==> src/rtl/pulse_pkg.sv <==
// Shared types for the pulse stretcher.
// Provides the three-state FSM encoding used by pulse_stretcher.
package pulse_pkg;

  typedef enum logic [1:0] {
    IDLE = 2'd0,
    HIGH = 2'd1,
    GAP  = 2'd2
  } pulse_state_t;

endpackage

==> src/rtl/pulse_stretcher.sv <==
// Pulse stretcher: turns a single-cycle tick into a level pulse of
// programmable length, followed by a mandatory low gap.
//
// Ports:
//   CLK      system clock, rising edge
//   reset_n  asynchronous active-low reset
//   tick     single-cycle request
//   len      pulse length in cycles, sampled on an accepted tick
//   level    stretched pulse (registered)
//   busy     high whenever the FSM is not idle (registered)
//   dropped  one-cycle flag the cycle after a rejected tick (registered)
//
// state | meaning
// IDLE  | waiting for a tick with nonzero len
// HIGH  | level asserted, count = remaining HIGH cycles - 1
// GAP   | enforced low gap, count = remaining GAP cycles - 1
module pulse_stretcher
  import pulse_pkg::*;
#(
  parameter int unsigned WIDTH     = 8,
  parameter bit          RETRIGGER = 1'b1,
  parameter int unsigned GAP_LEN   = 2
) (
  input  logic             CLK,
  input  logic             reset_n,
  input  logic             tick,
  input  logic [WIDTH-1:0] len,
  output logic             level,
  output logic             busy,
  output logic             dropped
);

  if ((GAP_LEN >> WIDTH) != 0) begin : g_gap_len_chk
    $error("pulse_stretcher: GAP_LEN does not fit in WIDTH bits");
  end

  localparam logic [WIDTH-1:0] ONE       = WIDTH'(1);
  localparam logic [WIDTH-1:0] ZERO      = '0;
  localparam logic [WIDTH-1:0] GAP_RLOAD = WIDTH'(GAP_LEN - 1);

  pulse_state_t     state_q, state_d;
  logic [WIDTH-1:0] count_q, count_d;
  logic             level_q, busy_q, dropped_q;
  logic             drop_d;
  logic             len_ok;

  assign len_ok = (len != ZERO);

  always_comb begin
    state_d = state_q;
    count_d = count_q;
    drop_d  = 1'b0;
    unique case (state_q)
      IDLE: begin
        // len==0 is silently ignored, not flagged as dropped
        if (tick && len_ok) begin
          state_d = HIGH;
          count_d = len - ONE;
        end
      end
      HIGH: begin
        if (tick && RETRIGGER && len_ok) begin
          count_d = len - ONE;
        end else begin
          if (tick && !RETRIGGER) drop_d = 1'b1;
          if (count_q == ZERO) begin
            if (GAP_LEN != 0) begin
              state_d = GAP;
              count_d = GAP_RLOAD;
            end else begin
              state_d = IDLE;
            end
          end else begin
            count_d = count_q - ONE;
          end
        end
      end
      GAP: begin
        if (tick) drop_d = 1'b1;
        if (count_q == ZERO) state_d = IDLE;
        else                 count_d = count_q - ONE;
      end
      default: begin
        state_d = IDLE;
        count_d = ZERO;
      end
    endcase
  end

  // Outputs are registered from next-state so they line up with state_q.
  always_ff @(posedge CLK or negedge reset_n) begin
    if (!reset_n) begin
      state_q   <= IDLE;
      count_q   <= ZERO;
      level_q   <= 1'b0;
      busy_q    <= 1'b0;
      dropped_q <= 1'b0;
    end else begin
      state_q   <= state_d;
      count_q   <= count_d;
      level_q   <= (state_d == HIGH);
      busy_q    <= (state_d != IDLE);
      dropped_q <= drop_d;
    end
  end

  assign level   = level_q;
  assign busy    = busy_q;
  assign dropped = dropped_q;

endmodule

==> config.mk <==
export PLATFORM = sky130hd
export DESIGN_NAME = pulse_stretcher
export DESIGN_NICKNAME = d
export VERILOG_FILES = /design/src/rtl/pulse_pkg.sv /design/src/rtl/pulse_stretcher.sv
export SDC_FILE = /design/constraint.sdc
export NUM_CORES = 1
export LEC_CHECK = 0
export CAP_MARGIN = 20
export CORE_AREA = 2 2 48 50
export CTS_CLUSTER_DIAMETER = 120
export DETAILED_ROUTE_END_ITERATION = 6
export DIE_AREA = 0 0 50 52
export PLACE_DENSITY_LB_ADDON = 0.1
export SETUP_SLACK_MARGIN = 0.05
export SLEW_MARGIN = 0
export SYNTH_ARGS = -nofsm -noshare
export SYNTH_HDL_FRONTEND = slang
export SYNTH_SLANG_ARGS = --single-unit
==> constraint.sdc <==
create_clock -name CLK -period 3 [get_ports CLK]
set_clock_uncertainty 0.1 [all_clocks]
set_input_delay 0.6 -clock CLK [delete_from_list [all_inputs] [get_ports CLK]]
set_output_delay 0.6 -clock CLK [all_outputs]
set_load 0.03 [all_outputs]
Word-level counts from Yosys, hierarchy flattened
Cells that the tools add are included.
- register bits after elaboration: 13
- latch bits: 0
- bits in writable memories: 0
- memory bits (read-only): 0
- input port bits: 11
- output and inout bits: 3
- logic and storage cells: 30
- memories: 0
- add/subtract/negate cells: 2
- $mul: 0
- divide/modulo/power cells: 0
- $lt $le $gt $ge: 0
- equal/unequal tests: 5
- shift-type cells: 0
- muxes and demuxes: 12
- bitwise logic cells: 0
- reductions and logical operators: 6
- operator list (cell ; count):
    8-bit 2-to-1 mux ; 4
    8-bit case mux with 3 select lines ; 1
    8-bit by 1-bit subtractor with 8-bit output, second input constant ; 2
    8-bit zero test ; 1
    2-bit 2-to-1 mux ; 4
    8-bit nonzero test ; 1
    2-bit case mux with 3 select lines ; 1
    2-bit by 1-bit equality test with 1-bit output, second input constant ; 2
    2-bit inequality test, second input constant ; 2
    2-bit equality test, second input constant ; 1
    2-bit zero test ; 1
    1-bit 2-to-1 mux ; 2
    2-bit AND reduction ; 1
    2-bit nonzero test ; 1
    1-bit logical AND ; 1

Depth between registers and ports, before layout
- word-level depth: 5
- gate-level depth with buffers: 8
- gate-level depth less buffers: 7

Least setup slack after synthesis
OpenSTA, ideal clock, no wires.
- kind: input port to flip-flop
- start point: input port len[0]
- end point: register count_q[4]
- library setup time: 0.101 ns
- arrival: 2.047 ns
- required time: 2.799 ns
- setup slack: 0.752 ns
- cell stages on the path: 7
- path buffers: 0
- cell sequence: inv_1 > ha_1 > or3b_2 > o21ai_4 > nand2_2 > a2bb2oi_4 > o311ai_2
- longest elaborated chain between the ends: 4
- elaborated cells between the ends (all ways): 8
- ends and longest elaborated chain (what ; RTL line ; source):
    start: declaration ; pulse_stretcher.sv:27 ; input logic [WIDTH-1:0] len,
    parallel branches: the longest is 4 deep, another holds 8-bit by 1-bit subtractor with 8-bit output ; - ;
    end signal: assignment ; pulse_stretcher.sv:100 ; count_q <= count_d;
    end: declaration ; pulse_stretcher.sv:42 ; logic [WIDTH-1:0] count_q, count_d;
Parallel ways; which one is timed is not known. The select of a mux whose other input is x is not followed.
A chain may end at the register's enable or synchronous reset.

Final worst setup path
Ends and elaborated chain as after synthesis.

==> impl_metrics.env <==
export IMPL_seq_area_frac_synth_pct=30.30
export IMPL_final_util_pct=59.36
export IMPL_clkPwrFrac_pct=21.8
export IMPL_port_buffers=13
export IMPL_die_area_um2=2600
export IMPL_path_class="in2reg"
export IMPL_syn_inst=121
export IMPL_final_min_clock_period_ps=2593
export IMPL_place_congestion=0.9215
export IMPL_endpoint_kind="flip-flop"
export IMPL_worst_slew_pin_transition_ps=634.8
export IMPL_cts_tree="done"
export IMPL_area_delta_synth_final_pct=16.43
export IMPL_async_reset_ff_share_pct=100.0
export IMPL_netSwitchingFraction_pct=36.69
export IMPL_post_route_period_util_pct=86.45
export IMPL_grt_setup_unrepaired="false"
export IMPL_fin_nets=152
export IMPL_grt_max_degree=15
export IMPL_cts_resized=0
export IMPL_finalHoldViolations=0
export IMPL_first_iter_violations=17
export IMPL_place_area_um2=1224
export IMPL_dp_cells=160
export IMPL_grt_usage_pct=22.90
export IMPL_first_pass_iters=4
export IMPL_max_stage_delay_ps=500
export IMPL_ios=14
export IMPL_synth_commonest_cells="13 x dfrtp_1, 12 x nor2_1, 10 x nand2_1"
export IMPL_viasPerCell=6.006
export IMPL_synth_seq_cells=13
export IMPL_yosysMostFrequentCell="dfrtp_1"
export IMPL_power_frac_comb_pct=33.7
export IMPL_die_x_um=50
export IMPL_finalSetupViolCount=0
export IMPL_netlist_area_um2=1074
export IMPL_synth_edf_count=0
export IMPL_synth_area_leaders="dfrtp_1 30%, ha_1 4.7%, mux2i_1 4.7%"
export IMPL_peakVddDrop_mv=0.3136
export IMPL_synth_cell_types=40
export IMPL_p_int_uw=334.0
export IMPL_ant_nets=0
export IMPL_syn_area_per_cell_um2=8.872
export IMPL_synth_fp_nets=136
export IMPL_wl_per_cell_um=14.90
export IMPL_clock_sinks=13
export IMPL_cp_max_fo=4
export IMPL_clkLatencyLatePin_ps=280
export IMPL_grt_pass1_wl_um=4436
export IMPL_stdcell_count=164
export IMPL_status="completed"
export IMPL_ctsHtreeMaxLevel=1
export IMPL_grt_pass1_vias=990
export IMPL_seqPwrFrac_pct=44.4
export IMPL_place_ws_ps=91.39
export IMPL_required_ps=3060
export IMPL_fp_row_count=17
export IMPL_arrival_ps=2650
export IMPL_worst_path_dominant_cell_family="compound AO/OA/AOI/OAI gates"
export IMPL_synth_top_cell_area_share_pct=30.30
export IMPL_coreArea_um2=2106
export IMPL_leakage_uw=0.0004895
export IMPL_hpwl_um=1919
export IMPL_critical_path_depth=8
export IMPL_cpMaxStageDelayCell="or3b_2"
export IMPL_antenna_found_initial=0
export IMPL_switching_power_uw=193.6
export IMPL_holdBufCountCts=0
export IMPL_cp_start_kind="input pin"
export IMPL_fin_ws_ps=406.6
export IMPL_num_vias=985
export IMPL_maxCapViolations=0
export IMPL_worst_path_buf_inv=2
export IMPL_drive_above_1_share_pct=13.97
export IMPL_fillers=187
export IMPL_hold_class="reg2reg"
export IMPL_wl_um=2443
export IMPL_max_slew_margin_pct=57.53
export IMPL_max_freq_mhz=385.6
export IMPL_ff2ff_path_depth=7
export IMPL_final_area_um2=1250
export IMPL_regArea_um2=325.3
export IMPL_drc_errors=0
export IMPL_whs_path_depth=1
export IMPL_clk_pin_slew_ps=90
export IMPL_finalSetupTns_ps=0
export IMPL_multiInputGateArea_um2=684.4
export IMPL_clk_path_buf_depth=2
export IMPL_postCtsSetupRepairBufs=0
export IMPL_critical_path_cell_chain="clkdlybuf4s50_1 -> inv_1 -> ha_1 -> or3b_2 -> o21ai_0 -> nor2_1 -> a31oi_1 -> o311ai_2"
export IMPL_synthFlopType="dfrtp_1"
export IMPL_root_buffer="clkbuf_4"
export IMPL_die_h_um=52
export IMPL_grt_overflow_total=0
export IMPL_n_antenna_cell=0
export IMPL_synth_top_area_cell="dfrtp_1"
export IMPL_ys_warn_count=0
export IMPL_cts_buffers=3
export IMPL_drv_slew=0
export IMPL_power_density_nw_per_um2=422.0
export IMPL_initial_core_util_pct=50.98
==> worst paths after layout <==
check	to	startpoint	slack, ps
worst max-delay path	count_q[4]	len[0]	410
worst min-delay path	count_q[7]	count_q[7]	470
worst max register to register	count_q[4]	count_q[0]	730
worst min register to register	count_q[7]	count_q[7]	470
max in group asynchronous	count_q[6]	reset_n	1830
min in group asynchronous	count_q[7]	reset_n	590
==> state kept, by name (all words and copies together) (netlist names) <==
register / flops
count_q: 8
state_q: 2
busy: 1
dropped: 1
level: 1
==> power by group through the flow <==
stage / clock network [uW] / registers, uW / logic [uW]
floorplan: 0 / 225 / 137
global placement: 0 / 236 / 172
detailed placement: 0 / 237 / 177
CTS: 116 / 234 / 178
global route: 126 / 240 / 200
finish: 115 / 234 / 178
==> per-stage QoR <==
| step | hold slack (ps) | power, uW |
|---|---|---|
| 5_1_grt | 487.1 | 566.5 |
| 3_3_place_gp | 437.1 | 408.0 |
| 3_5_place_dp | 466.3 | 413.8 |
| 2_1_floorplan | 204.4 | 361.6 |
| 6_report | 466.9 | 527.5 |
| 4_1_cts | 471.9 | 527.9 |
==> kinds of logic after synthesis <==
logic type      count (synthesis)  synth area share (%)
flops                          13                 30.30
simple gates                   51                 25.88
mux                             6                 5.711
xor+xnor                        5                 4.079
fa+ha+maj                       4                 4.662
buf+inv                        13                 5.944
compound gates                 29                 23.43
==> per-layer routing <==
metal / track usage (%) / routed length, um / share of wire (%)
met5: 0 / 0 / 0
met4: 8.333 / 36 / 1.5
met3: 4.310 / 122 / 5.0
met2: 39.69 / 1197 / 49
met1: 28.14 / 1086 / 44
==> area by class of cell <==
class	count	share of cell area, %
timing repair buffer	15	11.61
sequential	13	26.03
inverter	9	2.703
clock buffer	4	2.102
tap	28	2.803
multi-input combinational	95	54.75
==> worst reg2reg max path: stages (launching register included) <==
cell and delay (ps):
dfrtp_1 460, inv_1 110, ha_1 160, or3b_2 460, or2_1 350, nand2_4 140
a2bb2oi_4 240, o311ai_2 120
==> cell usage in the layout (no fill, tap or decap), types with 2 or more instances in the layout <==
| cell type | count |
|---|---|
| a21oi_1 | 5 |
| a31oi_1 | 3 |
| buf_4 | 2 |
| clkbuf_4 | 3 |
| clkdlybuf4s50_1 | 13 |
| dfrtp_1 | 13 |
| ha_1 | 4 |
| inv_1 | 9 |
| mux2i_1 | 5 |
| nand2_1 | 10 |
| nand3_1 | 7 |
| nand3b_1 | 2 |
| nor2_1 | 12 |
| nor2b_1 | 2 |
| nor3_1 | 4 |
| nor4_1 | 2 |
| o211ai_1 | 2 |
| o21ai_0 | 6 |
| o221ai_1 | 2 |
| o311ai_2 | 3 |
| or3b_2 | 2 |
| or4_4 | 2 |
| xnor2_1 | 4 |
No activity file was read; power rests on OpenSTA's default activity.
